File: src/rtl/macro_lane_gather_pkg.sv
// Shared definitions for the lane gather block and its helpers.
// State encoding, safe index-width helper and the lane pad value.
package macro_lane_gather_pkg;

    // FILL collects words; HOLD presents a finished frame.
    typedef enum logic {
        FILL = 1'b0,
        HOLD = 1'b1
    } state_t;

    // Unfilled lanes read as all ones so AND/NAND reductions
    // downstream see their identity value.
    localparam bit PAD = 1'b1;

    // Width of a lane index, never below one bit.
    function automatic int idx_width(input int n);
        return (n <= 1) ? 1 : $clog2(n);
    endfunction

endpackage

File: src/rtl/macro_lane_gather_if.sv
// Stream-in / frame-out bundle for macro_lane_gather.
// slave: the gatherer; master: the producer/consumer around it.
interface macro_lane_gather_if
    import macro_lane_gather_pkg::*;
#(
    parameter int INPUT_WIDTH = 1,
    parameter int INPUT_COUNT = 1
);

    logic                               s_valid;
    logic                               s_ready;
    logic [INPUT_WIDTH-1:0]             s_data;
    logic                               s_last;
    logic                               m_valid;
    logic                               m_ready;
    logic [INPUT_WIDTH*INPUT_COUNT-1:0] m_data;
    logic [INPUT_COUNT-1:0]             m_mask;

    modport slave (
        input  s_valid, s_data, s_last, m_ready,
        output s_ready, m_valid, m_data, m_mask
    );

    modport master (
        output s_valid, s_data, s_last, m_ready,
        input  s_ready, m_valid, m_data, m_mask
    );

endinterface

File: src/rtl/macro_lane_gather_onehot_decoder.sv
// Lane index to one-hot write enable, gated by en.
// Ports: idx (lane index), en (write strobe), onehot (per-lane enable).
module macro_onehot_decoder
    import macro_lane_gather_pkg::*;
#(
    parameter int COUNT = 1,
    parameter int IDX_W = idx_width(COUNT)
) (
    input  logic [IDX_W-1:0] idx,
    input  logic             en,
    output logic [COUNT-1:0] onehot
);

    always_comb begin
        onehot = '0;
        for (int i = 0; i < COUNT; i++) begin
            onehot[i] = en && (idx == IDX_W'(i));
        end
    end

endmodule

File: src/rtl/macro_lane_gather.sv
// Serial-to-packed lane gatherer: INPUT_COUNT words -> one frame.
// Ports: clk, reset (sync, active-high), bus (slave modport:
// s_valid/s_ready/s_data/s_last in, m_valid/m_ready/m_data/m_mask out).
// Option: MACRO_LANE_GATHER_BYPASS_EN lets a new beat enter while the
// held frame is being consumed, giving one word per cycle.
module macro_lane_gather
    import macro_lane_gather_pkg::*;
#(
    parameter int INPUT_WIDTH = 1,
    parameter int INPUT_COUNT = 1
) (
    input  logic                clk,
    input  logic                reset,
    macro_lane_gather_if.slave  bus
);

    localparam int FW = INPUT_WIDTH * INPUT_COUNT;
    localparam int IW = idx_width(INPUT_COUNT);
    localparam logic [IW-1:0] LAST_IDX = IW'(INPUT_COUNT - 1);

    state_t                 state;
    state_t                 state_nx;
    logic [IW-1:0]          idx;
    logic [IW-1:0]          idx_nx;
    logic [FW-1:0]          data_q;
    logic [FW-1:0]          data_nx;
    logic [INPUT_COUNT-1:0] mask_q;
    logic [INPUT_COUNT-1:0] mask_nx;

    logic                   accept;
    logic [IW-1:0]          wr_idx;
    logic [INPUT_COUNT-1:0] wen;

`ifdef MACRO_LANE_GATHER_BYPASS_EN
    localparam bit SINGLE = (INPUT_COUNT == 1);

    // A held frame leaving this cycle frees the block for a new beat.
    assign bus.s_ready = !reset &&
                         ((state == FILL) || bus.m_ready);
`else
    assign bus.s_ready = !reset && (state == FILL);
`endif

    assign accept = bus.s_valid && bus.s_ready;

    // A beat accepted in HOLD starts a fresh frame at lane 0.
    assign wr_idx = (state == HOLD) ? '0 : idx;

    macro_onehot_decoder #(
        .COUNT (INPUT_COUNT),
        .IDX_W (IW)
    ) u_dec (
        .idx    (wr_idx),
        .en     (accept),
        .onehot (wen)
    );

    always_comb begin
        state_nx = state;
        idx_nx   = idx;
        data_nx  = data_q;
        mask_nx  = mask_q;
        unique case (state)
            FILL: begin
                if (accept) begin
                    for (int i = 0; i < INPUT_COUNT; i++) begin
                        if (wen[i]) begin
                            data_nx[i*INPUT_WIDTH +: INPUT_WIDTH] = bus.s_data;
                        end
                    end
                    mask_nx = mask_q | wen;
                    if ((idx == LAST_IDX) || bus.s_last) begin
                        state_nx = HOLD;
                        idx_nx   = '0;
                    end else begin
                        idx_nx = idx + IW'(1);
                    end
                end
            end
            HOLD: begin
                if (bus.m_ready) begin
                    data_nx  = {FW{PAD}};
                    mask_nx  = '0;
                    state_nx = FILL;
                    idx_nx   = '0;
`ifdef MACRO_LANE_GATHER_BYPASS_EN
                    if (accept) begin
                        data_nx[INPUT_WIDTH-1:0] = bus.s_data;
                        mask_nx = wen;
                        if (bus.s_last || SINGLE) begin
                            state_nx = HOLD;
                        end else begin
                            idx_nx = IW'(1);
                        end
                    end
`endif
                end
            end
            default: begin
                state_nx = FILL;
            end
        endcase
    end

    always_ff @(posedge clk) begin
        if (reset) begin
            state  <= FILL;
            idx    <= '0;
            data_q <= {FW{PAD}};
            mask_q <= '0;
        end else begin
            state  <= state_nx;
            idx    <= idx_nx;
            data_q <= data_nx;
            mask_q <= mask_nx;
        end
    end

    // Frame outputs come straight from registers.
    assign bus.m_valid = (state == HOLD);
    assign bus.m_data  = data_q;
    assign bus.m_mask  = mask_q;

endmodule
File: src/flat_wrapper.sv
// flat-port wrapper written by rule: the top's interface ports become plain ports
module macro_lane_gather_flat import macro_lane_gather_pkg::*;
#(
    parameter int INPUT_WIDTH = 1,
    parameter int INPUT_COUNT = 1
)
  (clk, reset, bus_s_valid, bus_s_data, bus_s_last, bus_m_ready, bus_s_ready, bus_m_valid, bus_m_data, bus_m_mask);
  macro_lane_gather_if #(.INPUT_WIDTH(INPUT_WIDTH), .INPUT_COUNT(INPUT_COUNT)) bus_i ();
  input  logic clk;
  input  logic reset;
  input wire logic [$bits(bus_i.s_valid)-1:0] bus_s_valid;
  input wire logic [$bits(bus_i.s_data)-1:0] bus_s_data;
  input wire logic [$bits(bus_i.s_last)-1:0] bus_s_last;
  input wire logic [$bits(bus_i.m_ready)-1:0] bus_m_ready;
  output wire logic [$bits(bus_i.s_ready)-1:0] bus_s_ready;
  output wire logic [$bits(bus_i.m_valid)-1:0] bus_m_valid;
  output wire logic [$bits(bus_i.m_data)-1:0] bus_m_data;
  output wire logic [$bits(bus_i.m_mask)-1:0] bus_m_mask;
  assign bus_i.s_valid = bus_s_valid;
  assign bus_i.s_data = bus_s_data;
  assign bus_i.s_last = bus_s_last;
  assign bus_i.m_ready = bus_m_ready;
  assign bus_s_ready = bus_i.s_ready;
  assign bus_m_valid = bus_i.m_valid;
  assign bus_m_data = bus_i.m_data;
  assign bus_m_mask = bus_i.m_mask;
  macro_lane_gather #(.INPUT_WIDTH(INPUT_WIDTH), .INPUT_COUNT(INPUT_COUNT)) u_core (.clk(clk), .reset(reset), .bus(bus_i));
endmodule
File: config.mk
export PLATFORM = sky130hd
export DESIGN_NAME = macro_lane_gather_flat
export DESIGN_NICKNAME = d
export VERILOG_FILES = /design/src/rtl/macro_lane_gather_pkg.sv /design/src/rtl/macro_lane_gather_if.sv /design/src/rtl/macro_lane_gather_onehot_decoder.sv /design/src/rtl/macro_lane_gather.sv /design/src/flat_wrapper.sv
export SDC_FILE = /design/constraint.sdc
export NUM_CORES = 1
export LEC_CHECK = 0
export ABC_CLOCK_PERIOD_IN_PS = 1800
export BUFFER_PORTS_ARGS = -buffer_cell sky130_fd_sc_hd__buf_2
export CAP_MARGIN = 20
export CORE_AREA = 2 2 39 41
export DETAILED_ROUTE_END_ITERATION = 12
export DIE_AREA = 0 0 41 43
export PLACE_DENSITY_LB_ADDON = 0.05
export REMOVE_ABC_BUFFERS = 1
export SETUP_SLACK_MARGIN = 0.4
export SYNTH_ARGS = -nofsm -noshare
export SYNTH_HDL_FRONTEND = slang
export SYNTH_HIERARCHICAL = 1
export SYNTH_SLANG_ARGS = --single-unit
File: constraint.sdc
create_clock -name clk -period 1.8 [get_ports clk]
set_input_delay 0.36 -clock clk [delete_from_list [all_inputs] [get_ports clk]]
set_output_delay 0.36 -clock clk [all_outputs]
set_load 0.01 [all_outputs]
**Word level (Yosys, flattened, before mapping)**

Cells that the tools add are included.

- Logic and storage cells: 34
- Output and inout port bits: 4
- Input bits: 6
- Flip-flop bits (word level): 4

- Equality and inequality tests: 3
- Bitwise logic cells: 4
- Multiplexer cells: 15
- Reductions and logical operators: 7
- Add/sub/neg operators: 1

Operator list:

| cell | count |
|---|---|
| two-way mux 1 bit | 11 |
| case mux 1 bit (2 select lines) | 4 |
| inequality test 2 bit (second input constant) | 2 |
| logical AND 1 bit | 3 |
| inverter 1 bit | 3 |
| AND reduction 3 bit | 1 |
| inequality test 2 x 1 -> 1 bit (second input constant) | 1 |
| AND reduction 2 bit | 1 |
| adder 1 bit (second input constant) | 1 |
| logical NOT 1 bit | 1 |
| logical OR 1 bit | 1 |
| bitwise OR 1 bit | 1 |

**Logic depth before layout (Yosys ltp)**

- Depth after elaboration: 7
- Mapped depth: 6
- Mapped depth without buffers: 6

**By module**

Netlist, hierarchy kept.

Modules (own cells, without submodules):

| module | area an instance (µm²) | cells each | times used |
|---|---|---|---|
| macro_lane_gather | 195.2 | 20 | 1 |
| macro_onehot_decoder | 13.8 | 1 | 1 |

**Worst setup path before layout**

Ideal clock, no wire load.

- Path type: register -> register
- From: register u_core.state, in the netlist u_core/bus.m_valid
- To: register u_core.data_q, in the netlist u_core/bus.m_data
- Clock period less this slack: 1.215 ns
- Path slack: 0.585 ns
- Arrival: 1.098 ns
- Stages on the path, launching flop included: 7
- Data required time: 1.683 ns
- Buffers on the path: 0
- Cell sequence: dfxtp_1 > nor2b_2 > nor2b_1 > nor2b_4 > nand3b_4 > mux2i_1 > nand2b_1

- Word-level cells in the longest chain between the ends: 6

Ends and longest elaborated chain:

| item | RTL line | source |
|---|---|---|
| start: declaration | macro_lane_gather.sv:21 | `state_t state;` |
| start signal: assignment | macro_lane_gather.sv:112 | `state <= state_nx;` |
| inverter 1 bit | macro_lane_gather.sv:41 | `assign bus.s_ready = !reset && (state == FILL);` |
| logical AND 1 bit | macro_lane_gather.sv:41 |  |
| logical AND 1 bit | macro_lane_gather.sv:44 | `assign accept = bus.s_valid && bus.s_ready;` |
| named net u_core.accept | macro_lane_gather.sv:30 | `logic accept;` |
| logical AND 1 bit | macro_lane_gather_onehot_decoder.sv:17 | `onehot[i] = en && (idx == IDX_W'(i));` |
| named net u_core.wen | macro_lane_gather.sv:32 | `logic [INPUT_COUNT-1:0] wen;` |
| inequality test 2 x 1 -> 1 bit (no line) | n/a |  |
| AND reduction 3 bit (no line) | n/a |  |
| end signal: assignment | macro_lane_gather.sv:109 | `data_q <= {FW{PAD}};` |
| end signal: assignment | macro_lane_gather.sv:114 | `data_q <= data_nx;` |
| end: declaration | macro_lane_gather.sv:25 | `logic [FW-1:0] data_q;` |

The timed path passes the listed nets, and every way through them passes these cells.
A chain may end at the register's enable or synchronous reset.

**Final worst setup path**

Ends and elaborated chain as after synthesis.

==> summary.txt <==
Final layout
  – Layout cell share with drive strength beyond 1: 0.5152
  – Ant diodes: 0
  – Area grow syn2layout: 41.92%
  – Final Net Count: 41
  – Post-Layout Cell Count: 49
  – Finished Core Util: 0.2143
  – Final Cell Area: 296.5 sq um

Timing
  – Max-slew violation count: 0
  – Final Setup Violations: 0
  – Clk_skew: 0.005111 ns
  – Final Hold Viols: 0
  – Fmax: 0.7795 GHz
  – Setup WS post-layout: 0.5172 ns
  – Unrepaired setup endpoints after global routing: false
  – Tmin final: 1.283 ns
  – TNS Setup: 0 ns
  – Final Cycle Share: 0.7127
  – Worst-Margin Slew: 0.2773 ns
  – Slew HR: 0.8149

Worst setup path
  – Worst r2r path cells: 6
  – Critical R2R Launch: u_core/bus.m_valid
  – WP data required: 1.92 ns
  – Crit path DAT: 1.40 ns
  – RR Endpoint: u_core/bus.m_data
  – Flop2flop setup slack: 0.52 ns
  – Setup crit start kind: register
  – Worst setup EP type: register
  – Crit path max fanout: 8
  – Crit Path Category: reg -> reg

Power and ir drop
  – Sequential Power Share: 0.405
  – PwrDens: 805.9 nW/um^2
  – LEAKAGE: 0.1423 nW
  – Cell Int Power: 0.1844 mW
  – Peak ir drop on the vdd network: 0.1744 mV
  – Net Sw Power: 0.05455 mW
  – Switching Share: 0.2283
  – Logic pwr share: 0.134
  – Clock power share: 0.461

Detailed routing
  – DR DRC count: 0
  – Post-detailed-route count of antenna-violating nets: 0
  – DRT iter0 DRCs: 0
  – DRT Pass-1 Iters: 1
  – Final wirelength: 452 um
  – Routed wire per std cell: 9.224 um
  – Via count: 189
  – Vias/cell: 3.857

Synthesis
  – Yosys cell types: 14
  – EDFF count, synth: 0
  – Seq cells post-synth: 4
  – Synth area leader: dfxtp_1
  – Async set-or-reset flop fraction in the synthesized netlist: 0
  – Mean Syn Cell Area: 9.950 sq um
  – Mapped cell area: 209.0 sq um
  – Gate Count Post-Synth: 21
  – Share of the synthesized area in the top cell type: 0.3832
  – Post-synth top cells: dfxtp_1 (4), a21oi_1 (2), nand2_1 (2), nand2b_1 (2), nor2_1 (2)
  – Prevailing post-synth register cell: dfxtp_1
  – Most common cell in the netlist: dfxtp_1
  – Synthesis Warnings: 6
  – Sequential-to-total area share from yosys stat: 0.3832
  – Top cells by area, synth: dfxtp_1 (38%), nand3b_4 (9.6%), nor4b_2 (7.2%)

CTS
  – Cts hold-fix bufs: 0
  – Clock Sinks: 4
  – # resized after CTS: 0
  – Reg clk slew, reported paths: 0.04 ns
  – Setup bufs post-CTS: 0
  – Htree depth: 1
  – Clk root buf: clkbuf_4
  – CTS buffer count: 3
  – TritonCTS clock tree: done
  – Clock Path Buffers: 2
  – Worst-Skew Late Latency: 0.23 ns

Die
  – Chip height: 43 um
  – Die area: 1763 sq um
  – Starting Density: 0.1510
  – Core footprint: 1384 sq um
  – Top Ports: 10
  – Num rows: 14
  – Die width: 41 um

GRT
  – Met2 Resource Use GR: 0.09688
  – First-pass GRT wire length: 724 um
  – Vias in the first global route: 207
  – Met1 Use GR: 0.05449
  – Global routing's busiest layer: met2
  – GR Util met3: 0.03141
  – Total track usage: 0.06620
  – Initial antenna violation count: 0
  – Largest net degree at the start of global routing: 9
  – GRT overflow: 0

Worst hold path
  – Min-delay src: bus_s_data
  – Hold Path Stages: 3
  – Worst hold path type: in -> reg
  – WHS Endpoint: u_core/bus.m_data

Place
  – HPWL after DPL: 369.2 um
  – Placed instance area: 274.0 sq um
  – Placed insts: 46
  – Worst slack, placed: 0.3936 ns
  – GP Congestion: 0.6014
  – Number of buffers added on ports: 9

Status
  – Run status: finished clean

Flow run
  – Max Cap Viol: 0
layout make-up:
class                   instances  area [sq um]
clock buffers                   3         22.52
flip-flops and latches          4         80.08
repair buffers                  9         45.04
multi-input cells              16         125.1
fillers                       165          1087
well taps                      16         20.02
inverters                       1         3.754
worst max-delay path by stage:
stage	start	endpoint	slack, ns	cells past startpoint
2_1_floorplan	u_core/bus.m_valid	u_core/bus.m_data	0.59	6
3_3_place_gp	bus_s_valid	u_core/bus.m_data	0.43	7
3_5_place_dp	bus_s_valid	u_core/bus.m_data	0.39	7
4_1_cts	u_core/bus.m_valid	u_core/bus.m_data	0.51	6
5_1_grt	u_core/bus.m_valid	u_core/bus.m_data	0.43	6
6_report	u_core/bus.m_valid	u_core/bus.m_data	0.52	6
power by group through the flow:
stage	combinational [mW]	clock, mW	sequential, mW
finish	0.0321	0.110	0.0968
global route	0.0362	0.119	0.0974
CTS	0.0331	0.117	0.0967
detailed placement	0.0329	0	0.0981
global placement	0.0332	0	0.0982
floorplan	0.0163	0	0.0990
metal layers:
layer / vias to the layer above / share of wire
li1: 94 / -
met1: 88 / 0.36
met2: 5 / 0.56
met3: 2 / 0.075
met4: 0 / 0.011
met5: - / 0
critical path: stages (launching register included):
cell	delay (ns)
dfxtp_1	0.38
nor2b_2	0.18
nor2b_1	0.14
nor2b_4	0.16
nand3b_4	0.08
mux2i_1	0.15
nand2b_1	0.07
cells in the final DEF (no fill, tap or decap):
master    count
buf_2         9
dfxtp_1       4
clkbuf_4      3
nor2_1        2
nand2b_1      2
a21oi_1       2
nand2_1       2
nor2b_2       1
nor2b_1       1
inv_1         1
o21ai_1       1
nor4b_2       1
a21o_2        1
nand3b_4      1
mux2i_1       1
nor2b_4       1
flip-flops by register name (all words and copies together), names as in the netlist:
register and cells:
u_core/bus.m_valid 1, u_core/idx 1, u_core/bus.m_mask 1, u_core/bus.m_data 1
logic make-up (layout without fill, tap and decap cells):
| group | Yosys count | count (layout) | share of synthesized area |
|---|---|---|---|
| AO/OA/AOI/OAI | 4 | 4 | 0.1138 |
| multiplexers | 1 | 1 | 0.04791 |
| buffers and inverters | 1 | 13 | 0.01795 |
| flip-flops | 4 | 4 | 0.3832 |
| AND/OR/NAND/NOR | 11 | 11 | 0.4371 |
stage by stage:
| stage | total power, mW | hold WS [ns] |
|---|---|---|
| final | 0.2390 | 0.3617 |
| after global routing | 0.2527 | 0.3618 |
| after CTS | 0.2473 | 0.3514 |
| after detailed placement | 0.1310 | 0.4475 |
| after global placement | 0.1314 | 0.4427 |
| after floorplan | 0.1154 | 0.4291 |
Note: power is estimated with default switching activity, not from simulation.
